**src/rtl/alu_decode_stage_if.sv**
```systemverilog
// Bundle of handshake, decoded-output and multdiv signals for alu_decode_stage.
// The slave modport is the stage's view; the master modport is the surrounding pipeline's view.
interface alu_decode_stage_if;
    logic        in_valid;
    logic [31:0] instr_in;
    logic        in_ready;
    logic        out_valid;
    logic        out_ready;
    logic [4:0]  alu_ctrl;
    logic [4:0]  shamt;
    logic        is_add;
    logic        is_addi;
    logic        is_sub;
    logic        is_mul;
    logic        is_div;
    logic [2:0]  rstatus_code;
    logic        md_ctrl_mult;
    logic        md_ctrl_div;
    logic        md_result_rdy;
    logic        md_exception;
    logic        md_exc_out;
    logic        md_timeout;

    modport master (
        output in_valid, instr_in, out_ready, md_result_rdy, md_exception,
        input  in_ready, out_valid, alu_ctrl, shamt, is_add, is_addi, is_sub,
               is_mul, is_div, rstatus_code, md_ctrl_mult, md_ctrl_div,
               md_exc_out, md_timeout
    );

    modport slave (
        input  in_valid, instr_in, out_ready, md_result_rdy, md_exception,
        output in_ready, out_valid, alu_ctrl, shamt, is_add, is_addi, is_sub,
               is_mul, is_div, rstatus_code, md_ctrl_mult, md_ctrl_div,
               md_exc_out, md_timeout
    );
endinterface

```
**src/rtl/alu_decode_stage.sv**
```systemverilog
// Registered ALU decode stage with valid/ready handshake; mul/div instructions
// launch the multdiv unit and stall until it answers or the BUSY counter times out.
module alu_decode_stage #(
    parameter int MD_TIMEOUT = 40,
    parameter int CNT_W      = 6
) (
    input logic               clock,
    input logic               reset,
    alu_decode_stage_if.slave bus
);

    localparam logic [4:0] OP_RTYPE = 5'b00000;
    localparam logic [4:0] OP_ADDI  = 5'b00101;
    localparam logic [4:0] OP_SW    = 5'b00111;
    localparam logic [4:0] OP_LW    = 5'b01000;

    localparam logic [CNT_W-1:0] CNT_LAST = CNT_W'(MD_TIMEOUT - 1);
    localparam logic [CNT_W-1:0] CNT_ONE  = CNT_W'(1);

    typedef enum logic [1:0] {
        EMPTY = 2'd0,
        FULL  = 2'd1,
        BUSY  = 2'd2
    } state_t;

    state_t state;
    state_t next_state;

    logic [4:0] opcode;
    logic [4:0] alu_op;
    logic       unused_instr_bits;

    logic [4:0] dec_alu;
    logic       dec_add;
    logic       dec_addi;
    logic       dec_sub;
    logic       dec_mul;
    logic       dec_div;
    logic [2:0] dec_code;
    logic       dec_md;

    logic       in_ready_c;
    logic       out_valid_c;
    logic       load;

    logic [CNT_W-1:0] cnt;
    logic [4:0]       alu_ctrl_q;
    logic [4:0]       shamt_q;
    logic             is_add_q;
    logic             is_addi_q;
    logic             is_sub_q;
    logic             is_mul_q;
    logic             is_div_q;
    logic [2:0]       rstatus_q;
    logic             md_mult_q;
    logic             md_div_q;
    logic             md_exc_q;
    logic             md_timeout_q;

    assign opcode            = bus.instr_in[31:27];
    assign alu_op            = bus.instr_in[6:2];
    assign unused_instr_bits = ^{bus.instr_in[26:12], bus.instr_in[1:0]};

    // Decode of the presented word; it only ever feeds registers, never an output.
    always_comb begin
        dec_alu  = 5'b00000;
        dec_add  = 1'b0;
        dec_addi = 1'b0;
        dec_sub  = 1'b0;
        dec_mul  = 1'b0;
        dec_div  = 1'b0;
        dec_code = 3'd0;
        case (opcode)
            OP_RTYPE: begin
                case (alu_op)
                    5'b00000: begin dec_add = 1'b1; dec_code = 3'd1; end
                    5'b00001: begin dec_alu = 5'b00001; dec_sub = 1'b1; dec_code = 3'd3; end
                    5'b00010: dec_alu = 5'b00010;
                    5'b00011: dec_alu = 5'b00011;
                    5'b00100: dec_alu = 5'b00100;
                    5'b00101: dec_alu = 5'b00101;
                    5'b00110: begin dec_alu = 5'b00110; dec_mul = 1'b1; dec_code = 3'd4; end
                    5'b00111: begin dec_alu = 5'b00111; dec_div = 1'b1; dec_code = 3'd5; end
                    default:  dec_alu = 5'b00000;
                endcase
            end
            OP_ADDI: begin dec_addi = 1'b1; dec_code = 3'd2; end
            OP_SW:   dec_alu = 5'b00000;
            OP_LW:   dec_alu = 5'b00000;
            default: dec_alu = 5'b00000;
        endcase
    end

    assign dec_md = dec_mul | dec_div;

    always_ff @(posedge clock) begin
        if (reset) begin
            state <= EMPTY;
        end else begin
            state <= next_state;
        end
    end

    // Next state and handshake; in_ready never looks at in_valid or the instruction.
    always_comb begin
        next_state  = state;
        in_ready_c  = 1'b0;
        out_valid_c = 1'b0;
        case (state)
            EMPTY: begin
                in_ready_c = 1'b1;
                if (bus.in_valid) begin
                    next_state = dec_md ? BUSY : FULL;
                end
            end
            FULL: begin
                out_valid_c = 1'b1;
                in_ready_c  = bus.out_ready;
                if (bus.out_ready) begin
                    if (bus.in_valid) begin
                        next_state = dec_md ? BUSY : FULL;
                    end else begin
                        next_state = EMPTY;
                    end
                end
            end
            BUSY: begin
                if (bus.md_result_rdy || (cnt == CNT_LAST)) begin
                    next_state = FULL;
                end
            end
            default: next_state = EMPTY;
        endcase
        if (reset) begin
            in_ready_c  = 1'b0;
            out_valid_c = 1'b0;
        end
    end

    assign load = in_ready_c & bus.in_valid;

    // Held decode plus multdiv bookkeeping; a result in the final BUSY cycle beats the timeout.
    always_ff @(posedge clock) begin
        if (reset) begin
            cnt          <= '0;
            alu_ctrl_q   <= 5'b00000;
            shamt_q      <= 5'b00000;
            is_add_q     <= 1'b0;
            is_addi_q    <= 1'b0;
            is_sub_q     <= 1'b0;
            is_mul_q     <= 1'b0;
            is_div_q     <= 1'b0;
            rstatus_q    <= 3'd0;
            md_mult_q    <= 1'b0;
            md_div_q     <= 1'b0;
            md_exc_q     <= 1'b0;
            md_timeout_q <= 1'b0;
        end else begin
            md_mult_q <= 1'b0;
            md_div_q  <= 1'b0;
            if (load) begin
                alu_ctrl_q   <= dec_alu;
                shamt_q      <= bus.instr_in[11:7];
                is_add_q     <= dec_add;
                is_addi_q    <= dec_addi;
                is_sub_q     <= dec_sub;
                is_mul_q     <= dec_mul;
                is_div_q     <= dec_div;
                rstatus_q    <= dec_code;
                md_mult_q    <= dec_mul;
                md_div_q     <= dec_div;
                md_exc_q     <= 1'b0;
                md_timeout_q <= 1'b0;
                cnt          <= '0;
            end else if (state == BUSY) begin
                cnt <= cnt + CNT_ONE;
                if (bus.md_result_rdy) begin
                    md_exc_q     <= bus.md_exception;
                    md_timeout_q <= 1'b0;
                end else if (cnt == CNT_LAST) begin
                    md_exc_q     <= 1'b0;
                    md_timeout_q <= 1'b1;
                end
            end
        end
    end

    assign bus.in_ready     = in_ready_c;
    assign bus.out_valid    = out_valid_c;
    assign bus.alu_ctrl     = alu_ctrl_q;
    assign bus.shamt        = shamt_q;
    assign bus.is_add       = is_add_q;
    assign bus.is_addi      = is_addi_q;
    assign bus.is_sub       = is_sub_q;
    assign bus.is_mul       = is_mul_q;
    assign bus.is_div       = is_div_q;
    assign bus.rstatus_code = rstatus_q;
    assign bus.md_ctrl_mult = md_mult_q;
    assign bus.md_ctrl_div  = md_div_q;
    assign bus.md_exc_out   = md_exc_q;
    assign bus.md_timeout   = md_timeout_q;

endmodule

```
**src/flat_wrapper.sv**
```systemverilog
// flat-port wrapper written by rule: the top's interface ports become plain ports
module alu_decode_stage_flat 
#(
    parameter int MD_TIMEOUT = 40,
    parameter int CNT_W      = 6
)
  (clock, reset, bus_in_valid, bus_instr_in, bus_out_ready, bus_md_result_rdy, bus_md_exception, bus_in_ready, bus_out_valid, bus_alu_ctrl, bus_shamt, bus_is_add, bus_is_addi, bus_is_sub, bus_is_mul, bus_is_div, bus_rstatus_code, bus_md_ctrl_mult, bus_md_ctrl_div, bus_md_exc_out, bus_md_timeout);
  alu_decode_stage_if bus_i ();
  input logic clock;
  input logic reset;
  input wire logic [$bits(bus_i.in_valid)-1:0] bus_in_valid;
  input wire logic [$bits(bus_i.instr_in)-1:0] bus_instr_in;
  input wire logic [$bits(bus_i.out_ready)-1:0] bus_out_ready;
  input wire logic [$bits(bus_i.md_result_rdy)-1:0] bus_md_result_rdy;
  input wire logic [$bits(bus_i.md_exception)-1:0] bus_md_exception;
  output wire logic [$bits(bus_i.in_ready)-1:0] bus_in_ready;
  output wire logic [$bits(bus_i.out_valid)-1:0] bus_out_valid;
  output wire logic [$bits(bus_i.alu_ctrl)-1:0] bus_alu_ctrl;
  output wire logic [$bits(bus_i.shamt)-1:0] bus_shamt;
  output wire logic [$bits(bus_i.is_add)-1:0] bus_is_add;
  output wire logic [$bits(bus_i.is_addi)-1:0] bus_is_addi;
  output wire logic [$bits(bus_i.is_sub)-1:0] bus_is_sub;
  output wire logic [$bits(bus_i.is_mul)-1:0] bus_is_mul;
  output wire logic [$bits(bus_i.is_div)-1:0] bus_is_div;
  output wire logic [$bits(bus_i.rstatus_code)-1:0] bus_rstatus_code;
  output wire logic [$bits(bus_i.md_ctrl_mult)-1:0] bus_md_ctrl_mult;
  output wire logic [$bits(bus_i.md_ctrl_div)-1:0] bus_md_ctrl_div;
  output wire logic [$bits(bus_i.md_exc_out)-1:0] bus_md_exc_out;
  output wire logic [$bits(bus_i.md_timeout)-1:0] bus_md_timeout;
  assign bus_i.in_valid = bus_in_valid;
  assign bus_i.instr_in = bus_instr_in;
  assign bus_i.out_ready = bus_out_ready;
  assign bus_i.md_result_rdy = bus_md_result_rdy;
  assign bus_i.md_exception = bus_md_exception;
  assign bus_in_ready = bus_i.in_ready;
  assign bus_out_valid = bus_i.out_valid;
  assign bus_alu_ctrl = bus_i.alu_ctrl;
  assign bus_shamt = bus_i.shamt;
  assign bus_is_add = bus_i.is_add;
  assign bus_is_addi = bus_i.is_addi;
  assign bus_is_sub = bus_i.is_sub;
  assign bus_is_mul = bus_i.is_mul;
  assign bus_is_div = bus_i.is_div;
  assign bus_rstatus_code = bus_i.rstatus_code;
  assign bus_md_ctrl_mult = bus_i.md_ctrl_mult;
  assign bus_md_ctrl_div = bus_i.md_ctrl_div;
  assign bus_md_exc_out = bus_i.md_exc_out;
  assign bus_md_timeout = bus_i.md_timeout;
  alu_decode_stage #(.MD_TIMEOUT(MD_TIMEOUT), .CNT_W(CNT_W)) u_core (.clock(clock), .reset(reset), .bus(bus_i));
endmodule
```
**config.mk**
```make
export PLATFORM = sky130hd
export DESIGN_NAME = alu_decode_stage_flat
export DESIGN_NICKNAME = d
export VERILOG_FILES = /design/src/rtl/alu_decode_stage_if.sv /design/src/rtl/alu_decode_stage.sv /design/src/flat_wrapper.sv
export SDC_FILE = /design/constraint.sdc
export NUM_CORES = 1
export LEC_CHECK = 0
export BUFFER_PORTS_ARGS = -buffer_cell sky130_fd_sc_hd__buf_2
export CAP_MARGIN = 40
export CORE_ASPECT_RATIO = 1.1
export CORE_MARGIN = 1
export CORE_UTILIZATION = 46
export CTS_BUF_LIST = sky130_fd_sc_hd__clkbuf_8
export DETAILED_ROUTE_END_ITERATION = 8
export MAX_ROUTING_LAYER = met4
export PLACE_DENSITY = 0.93
export SLEW_MARGIN = 20
export SYNTH_ARGS = -nofsm -noshare
export SYNTH_HDL_FRONTEND = slang
export SYNTH_SLANG_ARGS = --single-unit
```
**constraint.sdc**
```tcl
create_clock -name clock -period 1.8 [get_ports clock]
set_clock_uncertainty 0.1 [all_clocks]
set_input_delay 0.09 -clock clock [delete_from_list [all_inputs] [get_ports clock]]
set_output_delay 0.09 -clock clock [all_outputs]
set_load 0.005 [all_outputs]
```
Word-level counts from Yosys, hierarchy flattened
Cells that the tools add are included.
Cells by class
  $add $sub $neg: 1
  equal/unequal tests: 14
  muxes and demuxes: 27
  bitwise logic cells: 3
  reductions and logical operators: 9
Operators by type and width (number)
  $eq 5x3->1 const B: 5
  $pmux 3 s7: 1
  $mux 1: 16
  $pmux 3 s4: 1
  $eq 5x2->1 const B: 2
  $logic_not 5->1: 2
  $mux 2: 5
  $add 6x1->6 const B: 1
  $eq 6x6->1 const B: 1
  $pmux 2 s3: 1
  $pmux 3 s2: 1
  $eq 5x1->1 const B: 1
  $mux 5: 1
  $ne 2x2->1 const B: 2
  $reduce_or 2->1: 2
  $reduce_and 3->1: 1
  $eq 2x1->1 const B: 1
  $eq 2x2->1 const B: 1
  $logic_not 2->1: 1
  $ne 2x1->1 const B: 1
  $pmux 1 s2: 1
  $reduce_and 2->1: 1
  $reduce_bool 2->1: 1
  $and 1x1->1: 1
  other kinds (3): 3
Storage, ports and cells
  register bits after elaboration: 30
  input port bits: 38
  word-level logic and storage cells: 68

Depth between registers and ports, before layout
  depth in word-level cells: 8
  depth in mapped cells: 6
  mapped depth without buffers: 4

Worst setup path after synthesis
Ideal clock, no wire load.
  path type: register to register
  start point: reg u_core.state[1]
  end point: reg u_core.cnt[0]
  setup time: 122 ps
  data arrival time: 1196 ps
  data required time: 1578 ps
  path slack: 382 ps
  stages on the path, launching flop included: 6
  cell sequence: dfxtp_1 buf_2 nor4b_4 or2_2 clkbuf_1 nor2_1
On the way
  cells in the longest elaborated chain, start to end: 5
  elaborated cells on any way between the ends: 7
Ends and longest elaborated chain
  start: declaration: RTL line alu_decode_stage.sv:26  | state_t state;
  start signal: assignment: RTL line alu_decode_stage.sv:100  | state <= next_state;
  $eq 2x1->1 / $logic_not 2->1 (equally long branches): RTL line alu_decode_stage.sv:109  | case (state)
  $pmux 1 s2: RTL line alu_decode_stage.sv:109
  $mux 1: RTL line alu_decode_stage.sv:134  | if (reset) begin
  $and 1x1->1: RTL line alu_decode_stage.sv:140  | assign load = in_ready_c & bus.in_valid;
  $reduce_or 2->1 (no source line)
  end signal: assignment: RTL line alu_decode_stage.sv:176  | cnt <= cnt + CNT_ONE;
  end: declaration: RTL line alu_decode_stage.sv:46  | logic [CNT_W-1:0] cnt;
Parallel ways exist; a longest one is shown, timed or not.
A chain may end at the register's enable or synchronous reset.

Final worst setup path
  start point: in bus_instr_in[27]
  end point: reg u_core.is_add_q (netlist: u_core.bus.is_add)
On the way
  cells in the longest elaborated chain, start to end: 2
Ends and longest elaborated chain
  start: declaration: RTL line flat_wrapper.sv:12  | input wire logic [$bits(bus_i.instr_in)-1:0] bus_instr_in;
  $logic_not 5->1: RTL line alu_decode_stage.sv:73  | case (opcode)
  $mux 1: RTL line alu_decode_stage.sv:73
  end signal: assignment: RTL line alu_decode_stage.sv:148  | is_add_q <= 1'b0;
  end signal: assignment: RTL line alu_decode_stage.sv:164  | is_add_q <= dec_add;
  end: declaration: RTL line alu_decode_stage.sv:49  | logic is_add_q;
Every way passes these cells.

==> flow_summary.ini <==
[grt]
grt_start_max_net_pins = 17
grt_pass1_vias = 1099
grt_overflow = 0
grt_pass1_wl_mm = 4.61
antenna_found_initial = 0
grt_usage_pct = 21.7

[power_and_ir_drop]
p_per_area_nw_per_um2 = 799
ir_drop_uv = 578
leakagePower_nw = 0.733

[timing]
period_minus_slack_ps = 1780
setup_viol_count_final = 0
clock.fmax_mhz = 562
finalHoldViolCount = 0
fin_tns_setup_ps = 0
maxSlewViolCount = 0
slew_headroom_pct = 63.4
setup_slack_ps = 21.9
worst_pin_slew_ps = 547
fin_crit_sh_pct = 98.8

[cells_and_area]
fillers = 180
n_antenna_cell = 0
layout-drive-gt1-share_pct = 29.4
fin_nets = 227
final_common_cell = buf_2
syn2layout_area_growth_pct = 35.3
final-seq-area_um2 = 561
postLayoutCellArea_um2 = 1610
mostFrequentLayoutCells = buf_2, dfxtp_1, nand2_1, nor2_1, dlygate4sd3_1
fin_cells = 217
multi_input_area_um2 = 591

[place]
placed_area_um2 = 1420
place_ws_ps = 172
hpwl_mm = 1.87
io_buffers = 42
numPlacedInstances = 202
gp_routability_congestion = 0.748

[flow_run]
cap_violations = 0

[drt]
dr.pass1.iters = 4
drt_iter0_drc = 20
via_per_inst = 5.28
drc = 0
vias = 1145
wl_per_cell_um = 12.7
wl_mm = 2.75
ant_nets = 0

[worst_setup_path]
path_class = in -> reg
crit_chain = dlygate4sd3_1, buf_2, nor4_1, and2_1, nand2_1, o41ai_2
cp.buffers_inverters = 2
path_depth = 6
worstReg2RegStart = u_core.state[0]
cp-end-kind = flop
startpoint_type = input pin
critPathLaunch = bus_instr_in[27]
worstPathArrival_ps = 1830
max_stage_delay_ps = 530
crit_required_ps = 1860
crit_family = simple AND/OR/NAND/NOR gates
cp-endpoint = u_core.bus.is_add
reg2regPathDepth = 4
r2r_end = u_core.bus.is_add
worstPathMaxFanout = 7
reg2reg_slack_ps = 90
critPathSlowestCell = dlygate4sd3_1

[floorplan]
die_h_um = 55.3
die_x_um = 50.4
coreArea_um2 = 2340
boundaryPins = 62
rows = 18
initial_core_util_pct = 50.7
die_area_um2 = 2790

[clock_network]
cts_setup_buffers = 0
path_clk_slew_ps = 90
root_buffer = clkbuf_8
cts_sinks = 28
cts_buffer_depth = 2
worstSkewPairLatency_ps = 270
cts_tree = done
htreeDepth = 1
cts_buffers = 3

[outcome]
status = completed

[synthesis]
ys_ff_latch = 28
syn_inst = 133
yosysSeqAreaShare_pct = 47.2
ys_types = 40
syn-cell-area_um2 = 1190
ys.warnings.count = 0
postSynthAreaPerCell_um2 = 8.93

[hold_path]
hp-class = in -> reg
==> repair_timing <==
| item | CTS | global route |
|---|---|---|
| resized for setup | 0 | 2 |
| hold buffers | 11 | 0 |
| setup endpoints to repair | 0 | 2 |
| hold endpoints to repair | 12 | 0 |
==> synthesized netlist by cell type <==
library cell,count,area (µm²)
dfxtp_1,28,561
nand2_1,21,78.8
nor2_1,16,60.1
o21ai_0,7,35.0
nand2b_1,6,37.5
a21oi_1,4,20.0
nand4_1,4,25.0
xor2_1,4,35.0
mux2i_1,3,30.0
nand3_1,3,15.0
nor3_1,3,15.0
a22o_1,2,17.5
and2_1,2,12.5
buf_2,2,10.0
buf_4,2,15.0
clkbuf_1,2,7.51
a211oi_1,1,7.51
a221oi_1,1,8.76
a31o_2,1,8.76
a31oi_1,1,6.26
a31oi_2,1,12.5
a41oi_1,1,8.76
and2_0,1,6.26
and2b_1,1,7.51
and3_1,1,6.26
buf_6,1,11.3
conb_1,1,3.75
ha_1,1,12.5
inv_1,1,3.75
nor2b_4,1,13.8
nor3b_1,1,7.51
nor4_1,1,6.26
nor4b_1,1,8.76
nor4b_4,1,23.8
o211a_1,1,10.0
o31ai_1,1,7.51
o41ai_1,1,8.76
or2_2,1,6.26
or2b_1,1,7.51
xnor2_1,1,8.76
==> per-layer routing <==
layer / GRT usage (%) / up-vias / share of wire [%]
li1: - / 566 / -
met1: 25.2 / 527 / 44
met2: 35.2 / 45 / 48
met3: 4.96 / 7 / 5.8
met4: 9.92 / 0 / 2.0
met5: - / - / 0
==> state kept, by name, indices dropped and copies added, names as in the netlist, 2 cells and up <==
register                 flops
u_core.bus.alu_ctrl          3
u_core.bus.rstatus_code      3
u_core.bus.shamt             5
u_core.cnt                   6
u_core.state                 2
==> kinds of logic after synthesis <==
family | synth area share (%)
AOI/OAI and AO/OA | 12.8
xor gates and xnor gates | 3.69
adders and majority gates | 1.05
buffers and inverters | 4.00
DFF | 47.2
muxes | 2.53
other | 0.316
and+or+nand+nor | 28.5
==> cell type report <==
| type | instances | share of cell area [%] |
|---|---|---|
| Inverter | 1 | 0.234 |
| Sequential cell | 28 | 34.9 |
| Clock inverter | 1 | 1.87 |
| Multi-Input combinational cell | 98 | 36.8 |
| Tap cell | 30 | 2.34 |
| Timing Repair Buffer | 56 | 21.3 |
| Clock buffer | 3 | 2.57 |
==> power breakdown <==
part	internal, mW	switching [mW]
Combinational	0.0800	0.0760
Clock	0.298	0.193
Sequential	0.631	0.00562
Total	1.01	0.275
==> how the worst min path moves through the flow <==
stage | slack, ps | cells after the start | from | endpoint
floorplan | 70 | 1 | bus_instr_in[2] | u_core.bus.md_ctrl_mult
global placement | 190 | 3 | bus_instr_in[8] | u_core.bus.shamt[1]
detailed placement | 190 | 3 | bus_instr_in[8] | u_core.bus.shamt[1]
CTS | 4 | 3 | bus_instr_in[29] | u_core.bus.is_addi
global route | 30 | 3 | bus_instr_in[29] | u_core.bus.is_addi
finish | 2 | 3 | bus_instr_in[29] | u_core.bus.is_addi
==> worst min-delay path: cells and delay by family <==
kind | cells | cell delay, ps
buf+inv | 1 | 110
simple gates | 2 | 140
==> through the flow <==
step	hold slack (ps)	util (%)	power, mW
global route	30.2	68.6	1.33
global placement	188	60.5	0.778
floorplan	69.3	-	0.728
CTS	4.20	68.3	1.29
finish	2.47	68.6	1.28
detailed placement	194	60.5	0.785
(Power assumes the default switching activity.)
